===== src/rtl/partoserial_multi.sv =====
// partoserial_multi: multi-lane parallel-to-serial converter.
// One shared bit counter on the bit-rate clock sets the word boundary for
// every lane. Each lane loads a word, an IDLE symbol or zeros at that
// boundary and then shifts the word out one bit per cycle.
module partoserial_multi #(
    parameter int               WIDTH     = 8,
    parameter int               LANES     = 1,
    parameter logic [WIDTH-1:0] IDLE      = WIDTH'(8'hBC),
    parameter bit               MSB_FIRST = 1'b1
) (
    input  logic                   clk_8f,
    input  logic                   reset,
    input  logic [LANES*WIDTH-1:0] data_in,
    input  logic [LANES-1:0]       valid_in,
    input  logic [LANES-1:0]       lane_en,
    output logic                   load_out,
    output logic [LANES-1:0]       data_out,
    output logic [LANES-1:0]       active_out
);

    localparam int               CNT_W    = $clog2(WIDTH);
    localparam logic [CNT_W-1:0] CNT_LAST = CNT_W'(WIDTH - 1);
    localparam logic [CNT_W-1:0] CNT_ONE  = CNT_W'(1);

    logic [CNT_W-1:0] bit_cnt;

    // Shared bit counter: 0..WIDTH-1 then wrap. Reset parks it on the last
    // position so the first edge after reset release is a load edge.
    always_ff @(posedge clk_8f) begin
        // NOTE: sequential state is updated with <= so every register
        // samples the values from before the edge, independent of order.
        if (reset) begin
            bit_cnt <= CNT_LAST;
        end else if (load_out) begin
            bit_cnt <= '0;
        end else begin
            bit_cnt <= bit_cnt + CNT_ONE;
        end
    end

    // The word boundary is the cycle in which the counter sits on its last
    // position; the closing edge of that cycle loads every lane.
    assign load_out = (bit_cnt == CNT_LAST);

    for (genvar l = 0; l < LANES; l++) begin : g_lane
        logic [WIDTH-1:0] shreg;
        logic [WIDTH-1:0] shifted;
        logic             active;
        logic [WIDTH-1:0] word;

        assign word = data_in[l*WIDTH +: WIDTH];

        // Output end and shift direction follow the bit order; the vacated
        // end fills with 0 so a disabled lane stays quiet.
        if (MSB_FIRST) begin : g_msb
            assign shifted     = {shreg[WIDTH-2:0], 1'b0};
            assign data_out[l] = shreg[WIDTH-1];
        end else begin : g_lsb
            assign shifted     = {1'b0, shreg[WIDTH-1:1]};
            assign data_out[l] = shreg[0];
        end

        assign active_out[l] = active;

        // Lane shift register: load at the word boundary, shift otherwise.
        // Reset clears the register so the output is 0 and any partially
        // sent word is dropped.
        always_ff @(posedge clk_8f) begin
            if (reset) begin
                shreg  <= '0;
                active <= 1'b0;
            end else if (load_out) begin
                if (!lane_en[l]) begin
                    shreg  <= '0;
                    active <= 1'b0;
                end else if (valid_in[l]) begin
                    shreg  <= word;
                    active <= 1'b1;
                end else begin
                    shreg  <= IDLE;
                    active <= 1'b0;
                end
            end else begin
                shreg <= shifted;
            end
        end
    end

endmodule


===== config.mk =====
export PLATFORM = sky130hd
export DESIGN_NAME = partoserial_multi
export DESIGN_NICKNAME = d
export VERILOG_FILES = /design/src/rtl/partoserial_multi.sv
export SDC_FILE = /design/constraint.sdc
export NUM_CORES = 1
export LEC_CHECK = 0
export BUFFER_PORTS_ARGS = -buffer_cell sky130_fd_sc_hd__buf_2
export CAP_MARGIN = 20
export CORE_MARGIN = 2
export CORE_UTILIZATION = 30
export CTS_CLUSTER_SIZE = 8
export DETAILED_ROUTE_END_ITERATION = 16
export SLEW_MARGIN = 10
export SYNTH_ARGS = -nofsm -noshare
export SYNTH_HDL_FRONTEND = slang
export SYNTH_SLANG_ARGS = --single-unit

===== constraint.sdc =====
create_clock -name clk_8f -period 1.53 [get_ports clk_8f]
set_input_delay 0.153 -clock clk_8f [delete_from_list [all_inputs] [get_ports clk_8f]]
set_output_delay 0.153 -clock clk_8f [all_outputs]
set_load 0.03 [all_outputs]

# --- Yosys cells after proc, flatten, opt, wreduce, memory -nomap -nowiden ---
# Index checks and enable logic that the tools add are counted.
word_totals:
  ff_bits: 12
  input_bits: 12
  out_inout_bits: 3
  wordCells: 16
op_classes:
  n_addsub: 1
  n_eq_ne: 1
  mux: 6
  n_bitwise: 3
  n_reduce_logical: 1
ops:
  columns: ["operator", "n"]
  rows:
  - ["8-bit 2-to-1 mux", 3]
  - ["4-bit OR reduction", 1]
  - ["3-bit by 1-bit adder with 3-bit output (second input constant)", 1]
  - ["3-bit equality test (second input constant)", 1]
  - ["3-bit 2-to-1 mux", 1]
  - ["1-bit inverter", 3]
  - ["1-bit 2-to-1 mux", 2]

# --- Depth between registers and ports, before layout ---
depth:
  word_depth: 3
  mapped_depth: 5
  ltp_nobuf: 4

# --- Least setup slack after synthesis ---
# OpenSTA, ideal clock, no wires.
synth_timing:
  path_type: "flip-flop to flip-flop"
  from: "register bit_cnt[0]"
  to: "register g_lane[0].active (netlist: active_out)"
  arrival_time_ns: 1.119
  t_required_ns: 1.460
  slack_ns: 0.341
  stages_incl_launch_ff: 6
  period_less_slack_ns: 1.189
  cell_sequence: "dfxtp_1 ha_1 ha_1 buf_6 nand2b_1 a21oi_1"
synth_between:
  elab_chain_len: 1
synth_lines:
  columns: ["element", "line", "source"]
  rows:
  - ["start, declared", "25", "logic [CNT_W-1:0] bit_cnt;"]
  - ["start signal, assigned", "37", "bit_cnt <= bit_cnt + CNT_ONE;"]
  - ["3-bit equality test", "43", "assign load_out = (bit_cnt == CNT_LAST);"]
  - ["end signal, assigned", "71", "active <= 1'b0;"]
  - ["end signal, assigned", "75", "active <= 1'b0;"]
  - ["end signal, assigned", "78", "active <= 1'b1;"]
  - ["end, declared", "48", "logic active;"]
# Every way passes these cells.
# A chain may end at the register's enable or synchronous reset.

# --- Worst setup path in the final report ---
layout_timing:
  from: "register bit_cnt[0]"
  to: "output port load_out"
layout_between:
  elab_chain_len: 1
layout_lines:
  columns: ["element", "line", "source"]
  rows:
  - ["3-bit equality test", "43", null]
  - ["end, declared", "16", "output logic load_out,"]
# Every way passes these cells.

==> results.sh <==
export IMPL_status="finished, final reports clean"
export IMPL_initial_utilization_pct=32.9
export IMPL_p_leak_nw=0.253
export IMPL_synth_nets=68
export IMPL_fin_total_pwr_mw=0.801
export IMPL_yosys_top_cells_area="dfxtp_1 47%, nand2b_2 12%, a21oi_1 7.8%"
export IMPL_slew_violations=0
export IMPL_final_common_cell="buf_2"
export IMPL_gr_total_overflow=0
export IMPL_cp_slowest_stage_delay_ns=0.32
export IMPL_cts_resized_gates=0
export IMPL_crit_start="bit_cnt[0]"
export IMPL_grt_pass1_vias=396
export IMPL_power_switching_share_pct=27.5
export IMPL_cp_endpoint="load_out"
export IMPL_antenna_left=0
export IMPL_synth_area_leader_cell="dfxtp_1"
export IMPL_worst_pin_slew_ns=0.441
export IMPL_wl_per_cell_um=11.2
export IMPL_numCtsBuffers=3
export IMPL_seqPwrFrac_pct=45.3
export IMPL_clockRootBuffer="clkbuf_4"
export IMPL_drtIter0Drc=5
export IMPL_hold_violations=0
export IMPL_cpMaxStageDelayCell="dfxtp_1"
export IMPL_io_pins=15
export IMPL_antenna_found_initial=0
export IMPL_max_freq_mhz=749
export IMPL_ys_seq_area_share_pct=46.8
export IMPL_fin_area_um2=618
export IMPL_r2r_cells=4
export IMPL_htreeDepth=1
export IMPL_coreArea_mm2=0.00156
export IMPL_dpl_cell_count=80
export IMPL_port_buffers=14
export IMPL_period_needed_ns=1.34
export IMPL_path_common_cell="ha_1"
export IMPL_drt_total_wl_um=939
export IMPL_die_x_um=45.4
export IMPL_cellPowerDensity_mw_per_mm2=1300
export IMPL_final_cell_mix="14 x buf_2, 12 x dfxtp_1, 8 x a21oi_1, 7 x nand2b_2"
export IMPL_min_path_type="in2reg"
export IMPL_row_count=14
export IMPL_grt_max_degree=18
export IMPL_syn_avg_cell_area_um2=9.68
export IMPL_syn_to_final_growth_pct=20.5
export IMPL_vdd_ir_drop_worst_mv=0.717
export IMPL_setup_violations=0
export IMPL_r2r_start="bit_cnt[0]"
export IMPL_worstPathCellList="ha_1, ha_1, buf_2"
export IMPL_hold_depth=3
export IMPL_die_y_um=45.4
export IMPL_grt_use_total_pct=12.3
export IMPL_timing_final_crit_share_pct=87.3
export IMPL_tns_ns=0
export IMPL_post_cts_buffers=0
export IMPL_drt_pass1_iter_count=2
export IMPL_ff2ff_setup_slack_ns=0.21
export IMPL_viasPerCell=4.88
export IMPL_fin_cells=84
export IMPL_ctsHoldBuffers=0
export IMPL_drive_above_1_share_pct=39.7
export IMPL_post_dp_cell_area_um2=582
export IMPL_final_nets=84
export IMPL_post_route_util_pct=39.6
export IMPL_clock_sinks=12
export IMPL_rsz0062_at_grt="no"
export IMPL_clk_pin_slew_worst_paths_ns=0.07
export IMPL_synthDominantCellAreaShare_pct=46.8
export IMPL_cts_buffer_depth=2
export IMPL_grt_pass1_wl_mm=1.68
export IMPL_power_frac_clock_pct=31.6
export IMPL_dieArea_mm2=0.00206
export IMPL_clkLatencyLatePin_ns=0.27
export IMPL_worst_ep_required_time_ns=1.38
export IMPL_synth_cells=53
export IMPL_cts_tree="done"
export IMPL_path_max_fanout=2
export IMPL_critPathLaunchType="flip-flop"
export IMPL_crit_type="reg2out"
export IMPL_synth_seq_cells=12
export IMPL_worst_setup_path_end_kind="output pin"
export IMPL_antenna_cells=0
export IMPL_p_comb_share_pct=23.1
export IMPL_drc=0
export IMPL_p_switching_mw=0.220
export IMPL_max_cap_violations=0
export IMPL_netlist_area_um2=513
export IMPL_worstPathArrival_ns=1.18
export IMPL_slew_headroom_pct=70.6
export IMPL_place_gp_congestion=0.713
export IMPL_ys_types=13
export IMPL_p_int_mw=0.581
export IMPL_finalClockSkew_ns=0.00127
export IMPL_r2r_end="g_lane[0].shreg[6]"
export IMPL_yosys_warnings=0
export IMPL_vias=410
## cell type report
| type | instances | area, um2 |
|---|---|---|
| well taps | 16 | 20.0 |
| flip-flops and latches | 12 | 240 |
| multi-input cells | 38 | 251 |
| clock buffers | 4 | 36.3 |
| repair buffers | 14 | 70.1 |
| fillers | 161 | 941 |
## critical path: cells and delay by family, from the launching register on
| family | cells | cell delay, ns |
|---|---|---|
| fa+ha+maj | 2 | 0.41 |
| flops | 1 | 0.32 |
| buf+inv | 1 | 0.18 |
## how the worst min path moves through the flow
stage                           from  slack [ns]            endpoint
after floorplan                reset        0.26          bit_cnt[1]
after global placement    data_in[0]        0.39  g_lane[0].shreg[0]
after detailed placement  data_in[0]        0.39  g_lane[0].shreg[0]
after CTS                 data_in[0]        0.08  g_lane[0].shreg[0]
after global routing      data_in[0]        0.10  g_lane[0].shreg[0]
final                     data_in[0]        0.09  g_lane[0].shreg[0]
## power groups by stage
stage,sequential [mW],combinational [mW],clock [mW]
finish,0.363,0.185,0.253
global route,0.367,0.210,0.273
CTS,0.364,0.189,0.263
detailed placement,0.371,0.185,0
global placement,0.370,0.186,0
floorplan,0.378,0.149,0
## flip-flops by register name, summed over array words and instances, names as in the netlist
| register | count |
|---|---|
| bit_cnt | 3 |
| active_out | 1 |
| g_lane.shreg | 8 |
## stage by stage
stage          setup WS [ns]  hold WS, ns
2_1_floorplan          0.341        0.260
3_3_place_gp           0.251        0.389
3_5_place_dp           0.211        0.387
4_1_cts                0.176       0.0845
5_1_grt               0.0638        0.101
6_report               0.195       0.0932
## cells in the mapped netlist
| cell | number |
|---|---|
| dfxtp_1 | 12 |
| a21oi_1 | 8 |
| nand2b_2 | 7 |
| nand2b_1 | 6 |
| nand3_1 | 6 |
| ha_1 | 3 |
| buf_2 | 2 |
| nand2_1 | 2 |
| nand4_1 | 2 |
| or2_2 | 2 |
| buf_6 | 1 |
| nor3_1 | 1 |
| o21bai_1 | 1 |
## kinds of logic (layout without fill, tap and decap cells)
group / Yosys count / after routing / synth area share, %
flops: 12 / 12 / 46.8
buf+inv: 3 / 18 / 4.15
compound gates: 9 / 9 / 9.27
fa+ha+maj: 3 / 3 / 7.32
simple gates: 26 / 26 / 32.4
## layer usage
metal,share of wire (%),vias to the layer above,global-route usage [%],wire length [um]
met5,0,-,0,0
met4,1.2,0,7.06,11
met2,42,17,18.0,395
met1,47,182,13.4,443
met3,9.5,2,7.60,89
li1,-,209,-,-
Note: power is estimated with default switching activity, not from simulation.
